### src/rtl/noise_cfg_sched_if.sv
// Config-frame scheduler bus: SPI frame input side,
// per-channel command/ack side and status flags.
interface noise_cfg_sched_if;
  logic        frame_valid;
  logic [39:0] frame_data;
  logic        sched_en;
  logic        err_clr;
  logic [3:0]  cfg_ack;
  logic [3:0]  cfg_valid;
  logic        cfg_type;
  logic [22:0] cfg_data;
  logic [4:0]  fifo_level;
  logic        busy;
  logic        ovf_err;
  logic        tmo_err;

  modport master (
    output frame_valid,
    output frame_data,
    output sched_en,
    output err_clr,
    output cfg_ack,
    input  cfg_valid,
    input  cfg_type,
    input  cfg_data,
    input  fifo_level,
    input  busy,
    input  ovf_err,
    input  tmo_err
  );

  modport slave (
    input  frame_valid,
    input  frame_data,
    input  sched_en,
    input  err_clr,
    input  cfg_ack,
    output cfg_valid,
    output cfg_type,
    output cfg_data,
    output fifo_level,
    output busy,
    output ovf_err,
    output tmo_err
  );
endinterface

### src/rtl/noise_cfg_sched.sv
// Queues SPI config frames and issues them one at a time
// to noise channels, holding each until ack or timeout.
module noise_cfg_sched #(
  parameter int FIFO_DEPTH = 4,
  parameter int TIMEOUT    = 65535
) (
  input  logic              sys_clk,
  input  logic              sys_rst_n,
  noise_cfg_sched_if.slave  bus
);

  localparam int AW = (FIFO_DEPTH > 2) ? $clog2(FIFO_DEPTH) : 1;
  localparam int CW = $clog2(TIMEOUT + 1);
  localparam logic [CW-1:0] TMO_LAST = CW'(TIMEOUT - 1);
  localparam logic [4:0]    DEPTH    = 5'(FIFO_DEPTH);

  typedef enum logic {
    S_IDLE,
    S_DRIVE
  } state_t;

  typedef struct packed {
    logic [1:0]  ch;
    logic        typ;
    logic [22:0] pay;
  } ent_t;

  state_t        r_state;
  state_t        w_state_nxt;

  ent_t          r_mem [FIFO_DEPTH];
  logic [AW-1:0] r_wptr;
  logic [AW-1:0] r_rptr;
  logic [4:0]    r_level;

  logic [CW-1:0] r_cnt;
  logic [1:0]    r_ch;
  logic [3:0]    r_valid;
  logic          r_type;
  logic [22:0]   r_data;
  logic          r_ovf;
  logic          r_tmo;

  ent_t          w_head;
  ent_t          w_in;
  logic          w_full;
  logic          w_empty;
  logic          w_pop;
  logic          w_push;
  logic          w_ovf_set;
  logic          w_tmo_set;
  logic          w_ack_hit;
  logic          w_tmo_hit;
  logic          w_unused;

  assign w_in.ch  = bus.frame_data[39:38];
  assign w_in.typ = bus.frame_data[37];
  assign w_in.pay = bus.frame_data[22:0];
  assign w_unused = ^bus.frame_data[36:23];

  assign w_head    = r_mem[r_rptr];
  assign w_full    = (r_level == DEPTH);
  assign w_empty   = (r_level == 5'd0);
  assign w_ack_hit = bus.cfg_ack[r_ch];
  assign w_tmo_hit = (r_cnt == TMO_LAST);

  // A pop on the same edge frees the slot a full-queue push needs
  assign w_push    = bus.frame_valid & (~w_full | w_pop);
  assign w_ovf_set = bus.frame_valid & w_full & ~w_pop;

  always_comb begin
    w_state_nxt = r_state;
    w_pop       = 1'b0;
    w_tmo_set   = 1'b0;
    unique case (r_state)
      S_IDLE: begin
        if (!w_empty && bus.sched_en) begin
          w_pop       = 1'b1;
          w_state_nxt = S_DRIVE;
        end
      end
      S_DRIVE: begin
        if (w_ack_hit) begin
          w_state_nxt = S_IDLE;
        end else if (w_tmo_hit) begin
          w_tmo_set   = 1'b1;
          w_state_nxt = S_IDLE;
        end
      end
    endcase
  end

  always_ff @(posedge sys_clk or negedge sys_rst_n) begin
    if (!sys_rst_n) begin
      r_state <= S_IDLE;
      r_cnt   <= '0;
      r_ch    <= 2'd0;
      r_valid <= 4'd0;
      r_type  <= 1'b0;
      r_data  <= 23'd0;
    end else begin
      r_state <= w_state_nxt;
      if (w_pop) begin
        r_cnt   <= '0;
        r_ch    <= w_head.ch;
        r_valid <= 4'b0001 << w_head.ch;
        r_type  <= w_head.typ;
        r_data  <= w_head.typ ? w_head.pay
                              : {6'd0, w_head.pay[16:0]};
      end else if (r_state == S_DRIVE) begin
        if (w_state_nxt == S_IDLE) begin
          r_valid <= 4'd0;
          r_cnt   <= '0;
        end else begin
          r_cnt   <= r_cnt + 1'b1;
        end
      end
    end
  end

  always_ff @(posedge sys_clk) begin
    if (w_push) begin
      r_mem[r_wptr] <= w_in;
    end
  end

  always_ff @(posedge sys_clk or negedge sys_rst_n) begin
    if (!sys_rst_n) begin
      r_wptr  <= '0;
      r_rptr  <= '0;
      r_level <= 5'd0;
    end else begin
      if (w_push) begin
        r_wptr <= r_wptr + 1'b1;
      end
      if (w_pop) begin
        r_rptr <= r_rptr + 1'b1;
      end
      unique case ({w_push, w_pop})
        2'b10:   r_level <= r_level + 5'd1;
        2'b01:   r_level <= r_level - 5'd1;
        default: r_level <= r_level;
      endcase
    end
  end

  // New error events take priority over a same-edge clear
  always_ff @(posedge sys_clk or negedge sys_rst_n) begin
    if (!sys_rst_n) begin
      r_ovf <= 1'b0;
      r_tmo <= 1'b0;
    end else begin
      r_ovf <= w_ovf_set | (r_ovf & ~bus.err_clr);
      r_tmo <= w_tmo_set | (r_tmo & ~bus.err_clr);
    end
  end

  assign bus.cfg_valid  = r_valid;
  assign bus.cfg_type   = r_type;
  assign bus.cfg_data   = r_data;
  assign bus.fifo_level = r_level;
  assign bus.busy       = (r_state != S_IDLE) | ~w_empty;
  assign bus.ovf_err    = r_ovf;
  assign bus.tmo_err    = r_tmo;

endmodule

### src/flat_wrapper.sv
// flat-port wrapper written by rule: the top's interface ports become plain ports
module noise_cfg_sched_flat 
#(
  parameter int FIFO_DEPTH = 4,
  parameter int TIMEOUT    = 65535
)
  (sys_clk, sys_rst_n, bus_frame_valid, bus_frame_data, bus_sched_en, bus_err_clr, bus_cfg_ack, bus_cfg_valid, bus_cfg_type, bus_cfg_data, bus_fifo_level, bus_busy, bus_ovf_err, bus_tmo_err);
  noise_cfg_sched_if bus_i ();
  input  logic sys_clk;
  input  logic sys_rst_n;
  input wire logic [$bits(bus_i.frame_valid)-1:0] bus_frame_valid;
  input wire logic [$bits(bus_i.frame_data)-1:0] bus_frame_data;
  input wire logic [$bits(bus_i.sched_en)-1:0] bus_sched_en;
  input wire logic [$bits(bus_i.err_clr)-1:0] bus_err_clr;
  input wire logic [$bits(bus_i.cfg_ack)-1:0] bus_cfg_ack;
  output wire logic [$bits(bus_i.cfg_valid)-1:0] bus_cfg_valid;
  output wire logic [$bits(bus_i.cfg_type)-1:0] bus_cfg_type;
  output wire logic [$bits(bus_i.cfg_data)-1:0] bus_cfg_data;
  output wire logic [$bits(bus_i.fifo_level)-1:0] bus_fifo_level;
  output wire logic [$bits(bus_i.busy)-1:0] bus_busy;
  output wire logic [$bits(bus_i.ovf_err)-1:0] bus_ovf_err;
  output wire logic [$bits(bus_i.tmo_err)-1:0] bus_tmo_err;
  assign bus_i.frame_valid = bus_frame_valid;
  assign bus_i.frame_data = bus_frame_data;
  assign bus_i.sched_en = bus_sched_en;
  assign bus_i.err_clr = bus_err_clr;
  assign bus_i.cfg_ack = bus_cfg_ack;
  assign bus_cfg_valid = bus_i.cfg_valid;
  assign bus_cfg_type = bus_i.cfg_type;
  assign bus_cfg_data = bus_i.cfg_data;
  assign bus_fifo_level = bus_i.fifo_level;
  assign bus_busy = bus_i.busy;
  assign bus_ovf_err = bus_i.ovf_err;
  assign bus_tmo_err = bus_i.tmo_err;
  noise_cfg_sched #(.FIFO_DEPTH(FIFO_DEPTH), .TIMEOUT(TIMEOUT)) u_core (.sys_clk(sys_clk), .sys_rst_n(sys_rst_n), .bus(bus_i));
endmodule
### config.mk
export PLATFORM = sky130hd
export DESIGN_NAME = noise_cfg_sched_flat
export DESIGN_NICKNAME = d
export VERILOG_FILES = /design/src/rtl/noise_cfg_sched_if.sv /design/src/rtl/noise_cfg_sched.sv /design/src/flat_wrapper.sv
export SDC_FILE = /design/constraint.sdc
export NUM_CORES = 1
export LEC_CHECK = 0
export BUFFER_PORTS_ARGS = -buffer_cell sky130_fd_sc_hd__buf_2
export CORE_MARGIN = 3
export CORE_UTILIZATION = 60
export CTS_CLUSTER_SIZE = 30
export DETAILED_ROUTE_END_ITERATION = 10
export GPL_TIMING_DRIVEN = 1
export HOLD_SLACK_MARGIN = 0.1
export PLACE_DENSITY = 0.92
export RECOVER_POWER = 100
export SLEW_MARGIN = 10
export SYNTH_ARGS = -nofsm -noshare
export SYNTH_HDL_FRONTEND = slang
export SYNTH_SLANG_ARGS = --single-unit
### constraint.sdc
create_clock -name sys_clk -period 3.5 [get_ports sys_clk]
set_input_delay 0.175 -clock sys_clk [delete_from_list [all_inputs] [get_ports sys_clk]]
set_output_delay 0.175 -clock sys_clk [all_outputs]
set_load 0.01 [all_outputs]
==> results of run 1 <==
==> through the flow <==
stage | std cells | instance area [um2]
global route | 693 | 7900
CTS | 693 | 8006
floorplan | 436 | 6645
global placement | 632 | 7136
detailed placement | 632 | 7136
finish | 693 | 7900
==> synth_stat cells (2+ instances only) <==
library cell,number,share of area (%)
edfxtp_1,104,47
nand2_1,80,4.5
dfrtp_1,58,22
mux4_2,27,9.2
inv_1,18,1.0
o21ai_0,17,1.3
a211oi_1,10,1.1
buf_2,10,0.75
ha_1,8,1.5
nand4_1,8,0.75
xnor2_1,7,0.92
clkbuf_1,6,0.34
nor2_1,6,0.34
nand3_1,5,0.38
o31ai_1,5,0.56
or3_1,5,0.47
and2_1,4,0.38
o211ai_1,4,0.45
or4_1,4,0.45
xor2_1,4,0.53
nor3_1,3,0.23
o22ai_1,3,0.28
o2bb2ai_1,3,0.40
or4_4,3,0.51
a21o_1,2,0.23
a31oi_1,2,0.19
buf_4,2,0.23
buf_6,2,0.34
mux2_2,2,0.34
nor2b_1,2,0.19
o2111ai_1,2,0.26
or2_1,2,0.19
==> layout make-up <==
| class | instances | area (um2) | share of cell area [%] |
|---|---|---|---|
| multi-input combinational | 236 | 1879 | 23.79 |
| clock inverter | 14 | 162.7 | 2.059 |
| inverter | 18 | 67.56 | 0.8552 |
| tap | 136 | 170.2 | 2.154 |
| sequential | 162 | 4576 | 57.92 |
| clock buffer | 18 | 417.9 | 5.290 |
| timing repair buffer | 109 | 626.9 | 7.935 |
==> per-layer routing <==
metal  wire [um]  share of wire [%]  vias to the layer above
met5           0                  0                        -
met2        8952                 54                      202
li1            -                  -                     1852
met3        1001                6.1                       34
met1        5929                 36                     2190
met4         545                3.3                        0
==> sequential cells by signal (all words and copies together), names as in the netlist, 2 cells and up <==
register               cells
u_core.bus.cfg_data       23
u_core.bus.cfg_valid       4
u_core.bus.fifo_level      5
u_core.r_ch                2
u_core.r_cnt              16
u_core.r_mem             104
u_core.r_rptr              2
u_core.r_wptr              2
==> what timing repair did <==
item                       4_1_cts  5_1_grt
setup buffers                    0        0
hold endpoints to repair       144        0
hold buffers                    29        0
setup endpoints to repair        0        0
gates resized for setup          0        0
==> power by group through the flow <==
stage / Combinational [mW] / Sequential [mW] / Clock, mW
2_1_floorplan: 1.22 / 2.83 / 0
3_3_place_gp: 1.62 / 2.90 / 0
3_5_place_dp: 1.72 / 2.96 / 0
4_1_cts: 1.78 / 2.94 / 1.85
5_1_grt: 1.90 / 3.02 / 1.94
6_report: 1.73 / 2.96 / 1.85
==> critical path: stages, from the launching register on <==
cell and delay (ns):
dfrtp_1 0.54, nor4_4 0.08, clkbuf_1 0.29, a31oi_1 0.67, and2_0 0.69, buf_4 0.43
==> kinds of logic after synthesis <==
family	share of synthesized area [%]
flops	68.84
simple gates	9.452
compound gates	6.440
buf+inv	2.674
mux	9.640
xor+xnor	1.450
fa+ha+maj	1.506
==> worst paths after layout <==
kind | endpoint | slack (ns) | cells after the start
hold / removal | u_core.bus.fifo_level[2] | 0.17 | 4
hold reg to reg | u_core.bus.cfg_data[14] | 0.47 | 2
setup reg to reg | u_core.r_mem[0][5] | 0.46 | 5
max in group asynchronous | u_core.bus.cfg_data[6] | 1.15 | 3
min in group asynchronous | u_core.bus.fifo_level[2] | 0.80 | 2
setup / recovery | u_core.r_mem[0][5] | 0.46 | 5
==> run metrics, run 1 <==
H-tree depth 4; Max Clock Freq ~330 MHz; Worst Min Path Start bus_frame_valid; relative slew slack -41.57%; syn_area_per_cell 15.24 um2; Worst Path Max Fanout 18; final worst slack between 0.4 and 0.5 ns; CTS tree built; crit path DAT approximately 3.2 ns; Die Height between 100 and 150 um; TNS Setup 0 ns; Post-Syn Area 0.006645 mm2; via count about 4,300; Post-Syn Nets ~490; fill cell count about 650; total chip power 6.538 mW; CTS Buffer Depth 2; worst hold-check path type input port to flip-flop; DRT antenna net count 0; fin crit period roughly 3.0 ns; Net Sw Power 2.191 mW; Hold Slack 0.1654 ns; sequential-to-total area share from yosys stat between 60 and 70%; Clock Tree Root clkbuf_8; Ports between 80 and 90; die area around 0.012 mm2; first drt pass iteration count 5; cell row count 37; CP Data Required Time 3.70 ns; Comb pwr share 26.4%; # port buffers 70; Final GP Congestion approximately 0.86; status finished, violations left; GR Layer Usage met3 under 10%; Worst setup SP type flip-flop; met1 GRT Util 33.38%; 1st-iter DRT viols approximately 410; global-route wire length before repair about 26,000 um; sw frac roughly 34%; critical path type flip-flop to flip-flop; Max Slew Vio Count 40; worst-margin pin slew ~2.1 ns; layout cell share with drive strength beyond 1 14.72%; peak supply drop approximately 710 uV; Worst setup EP type flip-flop; Area Growth Syn to Fin 18.89%; worst r2r src u_core.bus.fifo_level[1]; Final Hold Viols 0; clock skew between 0.006 and 0.007 ns; DRC 0; diode count 0; vias in the first global route 4,603; register bit total from synthesis ~160; GRT overflow 0; Detailed Route WL 16,430 um; Placeable Area around 0.011 mm2; share of total power in sequential cells 45.3%; Final Util between 70% and 80%; Setup-failing EPs final 0; Global Route Usage Sum between 20% and 30%; die width 111.2 um; nets between 600 and 700; Clock power frac between 20 and 30%; most frequent cells in the layout edfxtp_1 (104), nand2_1 (80), clkbuf_1 (66), dfrtp_1 (57), dlygate4sd3_1 (29); Routed WL per cell ~24 um; GR met2 Demand/Resource approximately half; Cell Pwr Density around 830 mW/mm2; Num CTS Buffers 17; standby leakage power approximately 3 nW; Async S/R FF share, synth a little over a third; register clock-pin slew on the reported worst setup and hold paths ~0.060 ns; failing checks capacitance limit, slew limit; HPWL Detailed between 9000 and 10,000 um; largest net degree at the start of global routing 40; busiest grt layer met2; initial antenna violation count 0; Post-synth EDFFs 104; commonest non-fill, non-tap cell in the layout edfxtp_1; internal power between 4 and 5 mW; MaxCap Viol Count 1; initial core utilization about 63%; Distinct cells, synth 50; CTS sink count 162; period utilization between 80 and 90%; crit path from u_core.bus.fifo_level[1]; Setup WS pre-CTS between 0.7 and 0.8 ns; Main synth FF type edfxtp_1; vias per inst 6.173; RSZ-0062 raised after global routing false; Post-Synthesis Cells around 440; Skew-Pair Late Insertion Delay 0.52 ns; yosys synthesis warning count 0
Power figures use the tool's default switching activity.
==> inputs of run 2 (changes only) <==
- ABC_AREA: not set -> 1
- CTS_BUF_LIST: not set -> sky130_fd_sc_hd__clkbuf_4 sky130_fd_sc_hd__clkbuf_8 sky130_fd_sc_hd__clkbuf_16
- CTS_CLUSTER_DIAMETER: not set -> 200
==> run metrics, run 2 <==
final worst slack 0.8577 ns (was 0.4647 ns); Setup WS pre-CTS 1.115 ns (was 0.7317 ns); area taken by multi-input logic gates 0.001826 mm2 (was 0.001879 mm2); crit path from u_core.bus.fifo_level[4] (was u_core.bus.fifo_level[1]); fin crit period 2.642 ns (was 3.035 ns); failing checks capacitance limit, slew limit (unchanged); largest net degree at the start of global routing 55 (was 40); CTS sink count 162 (unchanged); initial antenna violation count 0 (unchanged); Final GP Congestion 0.8202 (was 0.8569); register bit total from synthesis 162 (unchanged); GR Layer Usage met3 5.240% (was 6.769%); busiest grt layer met2 (unchanged); vias per inst 5.733 (was 6.173); area share of the largest cell type after synthesis 47.00% (unchanged); TNS Setup 0 ns (unchanged); Post-synth EDFFs 104 (unchanged); Skew-Pair Late Insertion Delay 0.53 ns (was 0.52 ns); Clock Tree Root clkbuf_8 (unchanged); Ports 85 (unchanged); yosys synthesis warning count 0 (unchanged); worst r2r src u_core.bus.fifo_level[4] (was u_core.bus.fifo_level[1]); DRC 0 (unchanged); peak supply drop 539.7 uV (was 707.1 uV); Async S/R FF share, synth 35.80% (unchanged); MaxCap Viol Count 2 (was 1); Synth area leaders edfxtp_1 (47%), dfrtp_1 (22%), nand2_1 (6.7%), o21ai_0 (3.9%), nor2_1 (3.2%) (was edfxtp_1 (47%), dfrtp_1 (22%), mux4_2 (9.2%), nand2_1 (4.5%), ha_1 (1.5%)); Post-Syn Nets 623 (was 493); die width 111.2 um (unchanged); sequential-to-total area share from yosys stat 68.84% (unchanged); fin cells 818 (was 693); vias in the first global route 4,894 (was 4,603); syn_area_per_cell 11.74 um2 (was 15.24 um2); HPWL Detailed 8482 um (was 9184 um); Global Route Usage Sum 24.36% (was 28.32%); Die Height 111.2 um (unchanged); fill cell count 681 (was 653); max reg flops 104 (unchanged); Worst Path Max Fanout 37 (was 18); Post-Syn Area 0.006645 mm2 (unchanged); CTS tree built (unchanged); Setup-failing EPs final 0 (unchanged); most common cell in the netlist nand2_1 (was edfxtp_1); DP Cell Count 757 (was 632); register area 0.004574 mm2 (was 0.004576 mm2); Detailed Route WL 14,530 um (was 16,430 um); Worst setup EP type flip-flop (unchanged); Main synth FF type edfxtp_1 (unchanged); period utilization 75.49% (was 86.72%); Routed WL per cell 17.76 um (was 23.71 um); Largest Register u_core.r_mem (unchanged); Max Clock Freq 378.5 MHz (was 329.5 MHz); nets 726 (was 601); CP Data Required Time 3.68 ns (was 3.70 ns); Max Slew Vio Count 90 (was 40); global-route wire length before repair 23,700 um (was 26,310 um); GRT overflow 0 (unchanged); Final Hold Viols 0 (unchanged); first drt pass iteration count 5 (unchanged); critical path type flip-flop to flip-flop (unchanged); relative slew slack -24.32% (was -41.57%); initial core utilization 62.96% (unchanged); worst hold-check path type input port to flip-flop (unchanged); Placed Area 0.007126 mm2 (was 0.007136 mm2); H-tree depth 4 (unchanged); status finished, violations left (unchanged); Num CTS Buffers 17 (unchanged); crit path DAT 2.82 ns (was 3.23 ns); Worst setup SP type flip-flop (unchanged); Post-Synthesis Cells 566 (was 436); DRT antenna net count 0 (unchanged); commonest non-fill, non-tap cell in the layout nand2_1 (was edfxtp_1); Area Growth Syn to Fin 18.32% (was 18.89%); Hold Slack 0.1768 ns (was 0.1654 ns); postcts setup bufs 0 (unchanged); standby leakage power 3.104 nW (was 2.943 nW); layout cell share with drive strength beyond 1 11.00% (was 14.72%); # port buffers 70 (unchanged); diode count 0 (unchanged); Worst Min Path Start bus_cfg_ack[2] (was bus_frame_valid); largest area contributor in the netlist edfxtp_1 (unchanged); cell row count 37 (unchanged); clock skew 0.007754 ns (was 0.006996 ns); Placeable Area 0.01056 mm2 (unchanged); Distinct cells, synth 40 (was 50); CTS Buffer Depth 2 (unchanged); most frequent cells in the layout nand2_1 (122), edfxtp_1 (104), clkbuf_1 (63), dfrtp_1 (58), o21ai_0 (55) (was edfxtp_1 (104), nand2_1 (80), clkbuf_1 (66), dfrtp_1 (57), dlygate4sd3_1 (29)); met1 GRT Util 28.84% (was 33.38%); top post-synthesis cells by count nand2_1 (119), edfxtp_1 (104), dfrtp_1 (58) (was edfxtp_1 (104), nand2_1 (80), dfrtp_1 (58)); RSZ-0062 raised after global routing false (unchanged); die area 0.01237 mm2 (unchanged); 1st-iter DRT viols 542 (was 405); worst-margin pin slew 1.865 ns (was 2.124 ns); Cell Pwr Density 831.7 mW/mm2 (was 827.6 mW/mm2); GR met2 Demand/Resource 43.22% (was 50.22%); cell area after layout 0.007863 mm2 (was 0.007900 mm2); register clock-pin slew on the reported worst setup and hold paths 0.06 ns (about the same); via count 4,690 (was 4,278)
-- run 2: cell types whose count changed after synthesis, moves of 6 or more --
cell	change
a211oi_1	-9
a21oi_1	+12
a32o_1	+7
inv_2	+7
mux4_2	-27
nand2_1	+39
nand2_2	+7
nand3_1	+8
nor2_1	+51
nor2_2	+6
o21ai_0	+35
o22ai_1	+19
xor2_1	+11
-- run 2: layout make-up --
cell class                 count  area share [%]
inverter                      31           1.496
tap                          136           2.164
clock buffer                  19           5.617
multi-input combinational    350           23.22
sequential                   162           58.18
clock inverter                13           1.448
timing repair buffer         107           7.877
-- run 2: logic make-up after synthesis --
group | Yosys count | share of synthesized area [%]
xor+xnor | 17 | 2.241
flops | 162 | 68.84
compound gates | 105 | 9.264
simple gates | 220 | 14.71
buf+inv | 54 | 3.446
fa+ha+maj | 8 | 1.506
-- run 2: metrics by stage --
| step | utilization (%) | power [mW] |
|---|---|---|
| 6_report | 74.49 | 6.540 |
| 5_1_grt | 74.49 | 6.933 |
| 4_1_cts | 75.52 | 6.613 |
| 3_5_place_dp | 67.51 | 4.851 |
| 3_3_place_gp | 67.51 | 4.707 |
| 2_1_floorplan | - | 4.198 |
-- run 2: routing by layer --
metal	wire (um)	vias to the layer above
li1	-	2171
met5	0	-
met2	7709	197
met4	248	0
met3	939	25
met1	5633	2297
-- run 2: power breakdown --
group	internal, mW	switching, mW	leakage, nW	total, mW
Combinational	0.634	1.41	1.14	2.04
Sequential	2.55	0.231	1.70	2.78
Clock	0.934	0.787	0.268	1.72
Total	4.11	2.43	3.10	6.54
-- run 2: final timing paths --
check | end | slack (ns) | cells after the start
max in group asynchronous | u_core.bus.fifo_level[2] | 1.27 | 3
min | u_core.bus.tmo_err | 0.18 | 5
min in group asynchronous | u_core.bus.tmo_err | 0.69 | 2
min reg2reg | u_core.bus.cfg_data[11] | 0.48 | 2
max | u_core.r_mem[0][23] | 0.86 | 9
max reg2reg | u_core.r_mem[0][23] | 0.86 | 9
-- run 2: timing repair --
item,in CTS,in global routing
hold buffers,29,0
endpoints found under the hold margin,139,0
gates resized for setup,0,0
-- run 2: critical path, stage by stage, from the launching register on --
cell,delay (ns)
dfrtp_1,0.42
nor2_1,0.13
nand3_4,0.09
nand2_1,0.09
clkinvlp_2,0.16
nand2_8,0.19
a21oi_1,0.47
inv_1,0.22
nor2_2,0.12
buf_4,0.39
